$ cat src/rtl/async_fifo_pkg.sv
// ============================================================================
// Module : async_fifo_pkg
// Brief  : Shared types and round-robin helper for the async_fifo write arbiter.
// Rev    : 1.0
// ============================================================================
`default_nettype none

package async_fifo_pkg;

    typedef enum logic [0:0] {
        ARB  = 1'b0,
        XFER = 1'b1
    } arb_state_t;

    // First set bit of mask scanning upward from last+1, wrapping at reqs (<= 16).
    function automatic logic [3:0] rr_next(
        input logic [15:0] mask,
        input logic [3:0]  last,
        input int          reqs
    );
        logic [3:0] pick;
        logic       found;
        logic [4:0] idx;
        pick  = 4'd0;
        found = 1'b0;
        for (int i = 1; i <= 16; i++) begin
            idx = {1'b0, last} + 5'(i);
            if (idx >= 5'(reqs)) begin
                idx = idx - 5'(reqs);
            end
            if (!found && (i <= reqs) && mask[idx[3:0]]) begin
                pick  = idx[3:0];
                found = 1'b1;
            end
        end
        return pick;
    endfunction

endpackage

`default_nettype wire

$ cat src/rtl/async_fifo_write_arbiter_rr_pick.sv
// ============================================================================
// Module : rr_pick
// Brief  : Combinational round-robin winner selection after the last owner.
// Rev    : 1.0
// ============================================================================
`default_nettype none

module rr_pick
    import async_fifo_pkg::*;
#(
    parameter int REQS = 4
) (
    input  logic [REQS-1:0]         req_mask,
    input  logic [$clog2(REQS)-1:0] last_owner,
    output logic [$clog2(REQS)-1:0] winner,
    output logic                    any
);

    localparam int ID_W = $clog2(REQS);

    logic [3:0] w_pick;

    assign w_pick = rr_next(16'(req_mask), 4'(last_owner), REQS);
    assign winner = w_pick[ID_W-1:0];
    assign any    = |req_mask;

endmodule

`default_nettype wire

$ cat src/rtl/async_fifo_write_arbiter.sv
// ============================================================================
// Module : async_fifo_write_arbiter
// Brief  : Round-robin, burst-bounded sharing of the async_fifo write port.
// Rev    : 1.0
// ============================================================================
`default_nettype none

module async_fifo_write_arbiter
    import async_fifo_pkg::*;
#(
    parameter int BITS      = 32,
    parameter int REQS      = 4,
    parameter int MAX_BURST = 4
) (
    input  logic                    write_clk,
    input  logic                    write_rst_n,
    input  logic [REQS-1:0]         req_valid,
    input  logic [REQS*BITS-1:0]    req_data,
    input  logic [REQS-1:0]         req_last,
    output logic [REQS-1:0]         req_ready,
    output logic                    p_write_en,
    output logic [BITS-1:0]         p_write_data,
    input  logic                    p_write_full,
    output logic [$clog2(REQS)-1:0] grant_id,
    output logic                    busy
);

    localparam int ID_W  = $clog2(REQS);
    localparam int CNT_W = $clog2(MAX_BURST + 1);
    localparam logic [CNT_W-1:0] C_LAST_BEAT = CNT_W'(MAX_BURST - 1);

    arb_state_t       r_state;
    arb_state_t       w_state_next;
    logic [ID_W-1:0]  r_grant_id;
    logic [ID_W-1:0]  r_last_owner;
    logic [CNT_W-1:0] r_beat_cnt;
    logic [ID_W-1:0]  w_pick;
    logic             w_any;
    logic             w_fire;
    logic             w_release;
    logic [BITS-1:0]  w_slice [REQS];

    generate
        for (genvar g = 0; g < REQS; g++) begin : g_slice
            assign w_slice[g] = req_data[g*BITS +: BITS];
        end
    endgenerate

    rr_pick #(
        .REQS (REQS)
    ) u_rr_pick (
        .req_mask   (req_valid),
        .last_owner (r_last_owner),
        .winner     (w_pick),
        .any        (w_any)
    );

    always_ff @(posedge write_clk or negedge write_rst_n) begin
        if (!write_rst_n) begin
            r_state      <= ARB;
            r_grant_id   <= '0;
            r_last_owner <= ID_W'(REQS - 1);
            r_beat_cnt   <= '0;
        end else begin
            r_state <= w_state_next;
            if ((r_state == ARB) && w_any) begin
                r_grant_id <= w_pick;
                r_beat_cnt <= '0;
            end
            if (w_fire) begin
                r_beat_cnt <= r_beat_cnt + CNT_W'(1);
            end
            if (w_release) begin
                r_last_owner <= r_grant_id;
            end
        end
    end

    // Outputs stay at zero in ARB; the owner's slice is shown even when stalled.
    always_comb begin
        w_state_next = r_state;
        w_fire       = 1'b0;
        w_release    = 1'b0;
        p_write_en   = 1'b0;
        p_write_data = '0;
        req_ready    = '0;
        case (r_state)
            ARB: begin
                if (w_any) begin
                    w_state_next = XFER;
                end
            end
            XFER: begin
                w_fire                = req_valid[r_grant_id] && !p_write_full;
                p_write_en            = w_fire;
                p_write_data          = w_slice[r_grant_id];
                req_ready[r_grant_id] = w_fire;
                w_release = w_fire && (req_last[r_grant_id] || (r_beat_cnt == C_LAST_BEAT));
                if (w_release) begin
                    w_state_next = ARB;
                end
            end
            default: w_state_next = ARB;
        endcase
    end

    assign busy     = (r_state == XFER);
    assign grant_id = r_grant_id;

endmodule

`default_nettype wire
$ cat config.mk
export PLATFORM = sky130hd
export DESIGN_NAME = async_fifo_write_arbiter
export DESIGN_NICKNAME = d
export VERILOG_FILES = /design/src/rtl/async_fifo_pkg.sv /design/src/rtl/async_fifo_write_arbiter_rr_pick.sv /design/src/rtl/async_fifo_write_arbiter.sv
export SDC_FILE = /design/constraint.sdc
export NUM_CORES = 1
export LEC_CHECK = 0
export BUFFER_PORTS_ARGS = -buffer_cell sky130_fd_sc_hd__buf_4
export CAP_MARGIN = 20
export CORE_ASPECT_RATIO = 0.5
export CORE_MARGIN = 10
export CORE_UTILIZATION = 33
export DETAILED_ROUTE_END_ITERATION = 12
export GPL_ROUTABILITY_DRIVEN = 0
export HOLD_SLACK_MARGIN = 0.08
export PLACE_DENSITY_LB_ADDON = 0.25
export SLEW_MARGIN = 20
export SYNTH_ARGS = -nofsm -noshare
export SYNTH_HDL_FRONTEND = slang
export SYNTH_SLANG_ARGS = --single-unit
export TNS_END_PERCENT = 1
$ cat constraint.sdc
create_clock -name write_clk -period 2.25 [get_ports write_clk]
set_input_delay 0.3375 -clock write_clk [delete_from_list [all_inputs] [get_ports write_clk]]
set_output_delay 0.3375 -clock write_clk [all_outputs]
set_load 0.05 [all_outputs]
# Yosys cells after proc, flatten, opt, wreduce, memory -nomap -nowiden
# Index checks and enable logic that the tools add are counted.
[totals]
reg_bits = 8
in_bits = 139
wordCells = 79
[op_classes]
add_sub_neg = 9
n_lt_le_gt_ge = 11
eq_ne = 1
muxes = 37
bitwise = 3
n_reduce_logical = 14
[op_table]
columns = ["cell", "n"]
rows = [
  ["$mux 32", 3],
  ["$bmux 32 s2", 1],
  ["$ge 5x3->1 const B", 4],
  ["$lt 4x5->1 const B", 4],
  ["$mux 4", 5],
  ["$bmux 1 s4", 4],
  ["$sub 4x3->4 const B", 4],
  ["$mux 1", 14],
  ["$mux 2", 4],
  ["$logic_and 1x1->1", 7],
  ["$add 2x2->3 const B", 2],
  ["$mux 3", 2],
  ["$add 2x3->4 const B", 1],
  ["$and 4x4->4", 1],
  ["$bmux 1 s2", 2],
  ["$logic_not 1->1", 4],
  ["$reduce_or 4->1", 1],
  ["$add 2x1->3 const B", 1],
  ["$add 3x1->3 const B", 1],
  ["$eq 3x2->1 const B", 1],
  ["$ge 3x3->1 const B", 1],
  ["$lt 2x3->1 const B", 1],
  ["$not 2->3", 1],
  ["$demux 1 s2", 1],
  ["other kinds (5)", 5],
]

# Longest topological paths before layout
[depth]
word_depth = 15
ltp_mapped = 8
mapped_depth_nobuf = 7

# Modules after synthesis
# A second synthesis with hierarchy kept.
[unflattened]
hier_cells = 152
area_unflattened_um2 = 1824.2
[modules_own_cells]
columns = ["mod", "n_inst", "cells_each", "area_per_inst_um2"]
rows = [
  ["async_fifo_write_arbiter", 1, 113, 1477.7],
  ["rr_pick", 1, 39, 346.6],
]

# Worst setup path after synthesis
# OpenSTA, ideal clock, no wires.
[synth_path]
path_kind = "reg2out"
start = "register r_grant_id[1], in the netlist grant_id[1]"
end = "output port req_ready[0]"
arrival_ns = 2.221
required_ns = 1.913
path_slack_ns = -0.308
stages_incl_launch_ff = 4
n_path_buf = 0
cell_sequence = "dfrtp_1 > mux4_2 > nand3b_4 > nor3_1"
[synth_between]
elab_chain_cells = 6
elab_cells_between_ends = 10
[synth_lines]
columns = ["element", "line", "rtl"]
rows = [
  ["start, declared", "async_fifo_write_arbiter.sv:34", "logic [ID_W-1:0] r_grant_id;"],
  ["start signal, assigned", "async_fifo_write_arbiter.sv:67", "r_grant_id <= w_pick;"],
  ["$lt 2x3->1 (implied by the code) / $ge 2x1->1 (equally long branches)", "async_fifo_write_arbiter.sv:97", "req_ready[r_grant_id] = w_fire;"],
  ["$logic_and 1x1->1 (implied by the code)", "async_fifo_write_arbiter.sv:97", ""],
  ["$mux 1 (implied by the code)", "async_fifo_write_arbiter.sv:97", ""],
  ["$demux 1 s2", "async_fifo_write_arbiter.sv:97", ""],
  ["$and 4x4->4 (no line) *", "-", ""],
  ["$mux 4 *", "async_fifo_write_arbiter.sv:87", "case (r_state)"],
  ["end, declared", "async_fifo_write_arbiter.sv:20", "output logic [REQS-1:0] req_ready,"],
]
# Mark *: on every way between the ends. The rest lies on a longest branch, timed or not. The select of a mux whose other input is x is not followed.

# Final worst setup path
[layout_path]
start = "register r_grant_id[0], in the netlist grant_id[0]"
end = "output port req_ready[3]"
# Same word-level chain as after synthesis.

==> flow_summary.json <==
{
  "status": "complete, no violations",
  "slew_viol_final": 0,
  "powerDensity_mw_per_mm2": 1560,
  "ys_ff_latch": 8,
  "port_buffers": 178,
  "dp_hpwl_mm": 7.12,
  "slew_headroom_pct": 69.4,
  "fin_crit_sh_pct": 93.6,
  "yosysMostFrequentCell": "mux4_2",
  "synth_edf_count": 0,
  "dieArea_mm2": 0.00885,
  "grt_max_degree": 27,
  "die_height_um": 71.7,
  "die_x_um": 123,
  "r2r-end": "grant_id[0]$_DFFE_PN0P_",
  "post-route-min-period_ns": 2.11,
  "yosysUniqueCellTypes": 43,
  "critPathBufInv": 3,
  "dpl.cell_count": 396,
  "path_clk_slew_ns": 0.05,
  "grt_pass1_vias": 2264,
  "worstMarginPinSlew_ns": 0.448,
  "clock.fmax_mhz": 475,
  "path_delay_family": "buffers and inverters",
  "drcViolationCount": 0,
  "synthCells": 154,
  "ant_nets": 0,
  "cp_cell_sequence": "buf_12 -> mux4_2 -> nand3b_4 -> inv_4 -> and3_1 -> buf_4",
  "fill_cells": 429,
  "cpPeakStageDelay_ns": 0.40,
  "hold_violations": 0,
  "critPathCaptureType": "output port",
  "antenna_found_initial": 0,
  "instances_no_fill": 401,
  "vdd_ir_drop_max_v": 0.000907,
  "grt-ovfl-total": 0,
  "critPathRequiredTime_ns": 1.91,
  "syn_avg_cell_area_um2": 11.5,
  "synthesis.nets": 300,
  "synth_top_cell_area_share_pct": 43.4,
  "wl_mm": 8.08,
  "antenna_cells": 0,
  "critPathArrivalTime_ns": 1.77,
  "vias_per_cell": 5.00,
  "cts_buffers": 3,
  "rows": 18,
  "clock_latency_ns": 0.24,
  "htree_num_levels": 1,
  "critPathSlowestCell": "dfrtp_2",
  "ys_top_cells_by_area": "mux4_2 43%, and2_1 11%, dfrtp_1 8.5%",
  "synth_seq_area_share_pct": 11.5,
  "setup_violations": 0,
  "tritoncts": "built",
  "ff2ff_path_depth": 7,
  "yosysWarnings": 0,
  "ios": 179,
  "clock_skew_ns": 0.00910,
  "area_growth_pct": 84.9,
  "post_cts_buffers": 0,
  "r2r-start": "r_last_owner[0]$_DFFE_PN1P_",
  "fin_util_pct": 64.7,
  "cts_buffer_depth": 2,
  "cp_max_fo": 19,
  "yosys-top-cells-count": "34 x mux4_2, 32 x and2_1, 7 x ha_1, 7 x nor2_1, 6 x dfrtp_1",
  "p_leak_nw": 1.58,
  "hold_path_class": "in -> async",
  "path_class": "reg -> out",
  "core_mm2": 0.00504,
  "nets": 478,
  "num_vias": 2007,
  "drtIter0Drc": 75,
  "synthArstFlopShare_pct": 100,
  "initial_core_util_pct": 35.0,
  "cts-root-buf": "clkbuf_8",
  "track_usage_pct": 17.0,
  "drv_cap": 0,
  "grt_pass1_wl_mm": 12.1,
  "cts_sinks": 8,
  "drt_first_pass_iters": 4,
  "rsz0062_at_grt": "no",
  "synth_ff_type": "dfrtp_1",
  "drive_gt1_share_pct": 72.5,
  "wire_per_inst_um": 20.2,
  "start_kind": "flop",
  "yosys.area.top_type": "mux4_2",
  "regToRegSetupSlack_ns": 0.16,
  "netlist_area_mm2": 0.00177
}
## worst max-delay path by stage
stage / startpoint / endpoint / slack (ns) / cells past startpoint
3_3_place_gp: r_last_owner[1]$_DFFE_PN1P_ / grant_id[0]$_DFFE_PN0P_ / 0.12 / 7
3_5_place_dp: r_last_owner[0]$_DFFE_PN1P_ / grant_id[0]$_DFFE_PN0P_ / 0.05 / 7
6_report: grant_id[0]$_DFFE_PN0P_ / req_ready[3] / 0.14 / 6
5_1_grt: grant_id[0]$_DFFE_PN0P_ / req_ready[3] / 0.05 / 6
4_1_cts: r_last_owner[0]$_DFFE_PN1P_ / grant_id[0]$_DFFE_PN0P_ / 0.05 / 7
2_1_floorplan: grant_id[1]$_DFFE_PN0P_ / req_ready[1] / -0.16 / 5
## worst register-to-register path, stage by stage, from the launching register on
cell	delay [ns]
dfstp_2	0.52
inv_1	0.08
ha_4	0.32
mux2_2	0.36
a22oi_4	0.15
a21oi_2	0.07
a2111oi_2	0.37
a211oi_1	0.09
## cells by family (layout without fill, tap and decap cells)
kind of cell / count (synthesis) / after routing / share of synthesized area [%]
and+or+nand+nor: 59 / 59 / 19.7
muxes: 42 / 42 / 48.9
AOI/OAI and AO/OA: 19 / 19 / 9.21
buffers and inverters: 19 / 196 / 5.74
DFF: 8 / 8 / 11.5
adders and majority gates: 7 / 7 / 4.96
## where the power goes
group	internal [mW]	switching (mW)
sequential	0.226	0.0661
clock	0.123	0.0615
combinational	1.87	2.74
## placed cells by master, fill, tap and decap left out, types with 2 or more instances in the layout
cell / netlist / final
nand3_1: 3 / 3
o21ai_1: 3 / 3
ha_1: 7 / 6
inv_1: 5 / 5
and2_1: 32 / 32
mux2_2: 2 / 2
buf_4: 2 / 183
buf_12: 0 / 2
mux2i_1: 3 / 3
dfstp_2: 2 / 2
mux2_4: 3 / 3
nand2_1: 5 / 5
nor2_1: 7 / 7
a31oi_1: 2 / 2
dfrtp_1: 6 / 5
a21oi_1: 2 / 2
mux4_2: 34 / 34
clkbuf_8: 0 / 3
## stage by stage
stage	setup WS [ns]	cell area [µm²]	setup TNS (ns)	hold slack [ns]	total power [mW]
global route	0.0550	3260	0	0.472	5.39
detailed placement	0.0499	3200	0	0.162	4.92
floorplan	-0.156	1770	-1.99	0.0419	3.66
finish	0.144	3260	0	0.459	5.09
global placement	0.121	3200	0	0.163	4.85
CTS	0.0507	3250	0	0.455	5.11
## flip-flops by register name, summed over array words and instances (netlist names)
name and count:
r_last_owner 2, busy 1, r_beat_cnt 3, grant_id 2
## per-layer routing
layer  track usage (%)  part of all wire (%)
met5                 0                     0
met4              2.95                   1.4
met3              3.67                   7.3
met2              36.8                    61
met1              15.8                    30
## repair_timing
| item | 4_1_cts | 5_1_grt |
|---|---|---|
| hold endpoints to repair | 6 | 0 |
| endpoints found under the setup margin | 0 | 1 |
| hold buffers | 1 | 0 |
| resized for setup | 0 | 2 |
## layout make-up
| type | count | area (µm²) | area share, % |
|---|---|---|---|
| Clock buffer | 4 | 45.0 | 1.38 |
| Inverter | 6 | 25.0 | 0.767 |
| Multi-Input combinational cell | 127 | 1480 | 45.3 |
| Sequential cell | 8 | 204 | 6.25 |
| Tap cell | 70 | 87.6 | 2.68 |
| Timing Repair Buffer | 186 | 1420 | 43.6 |
Note: power is estimated with default switching activity, not from simulation.
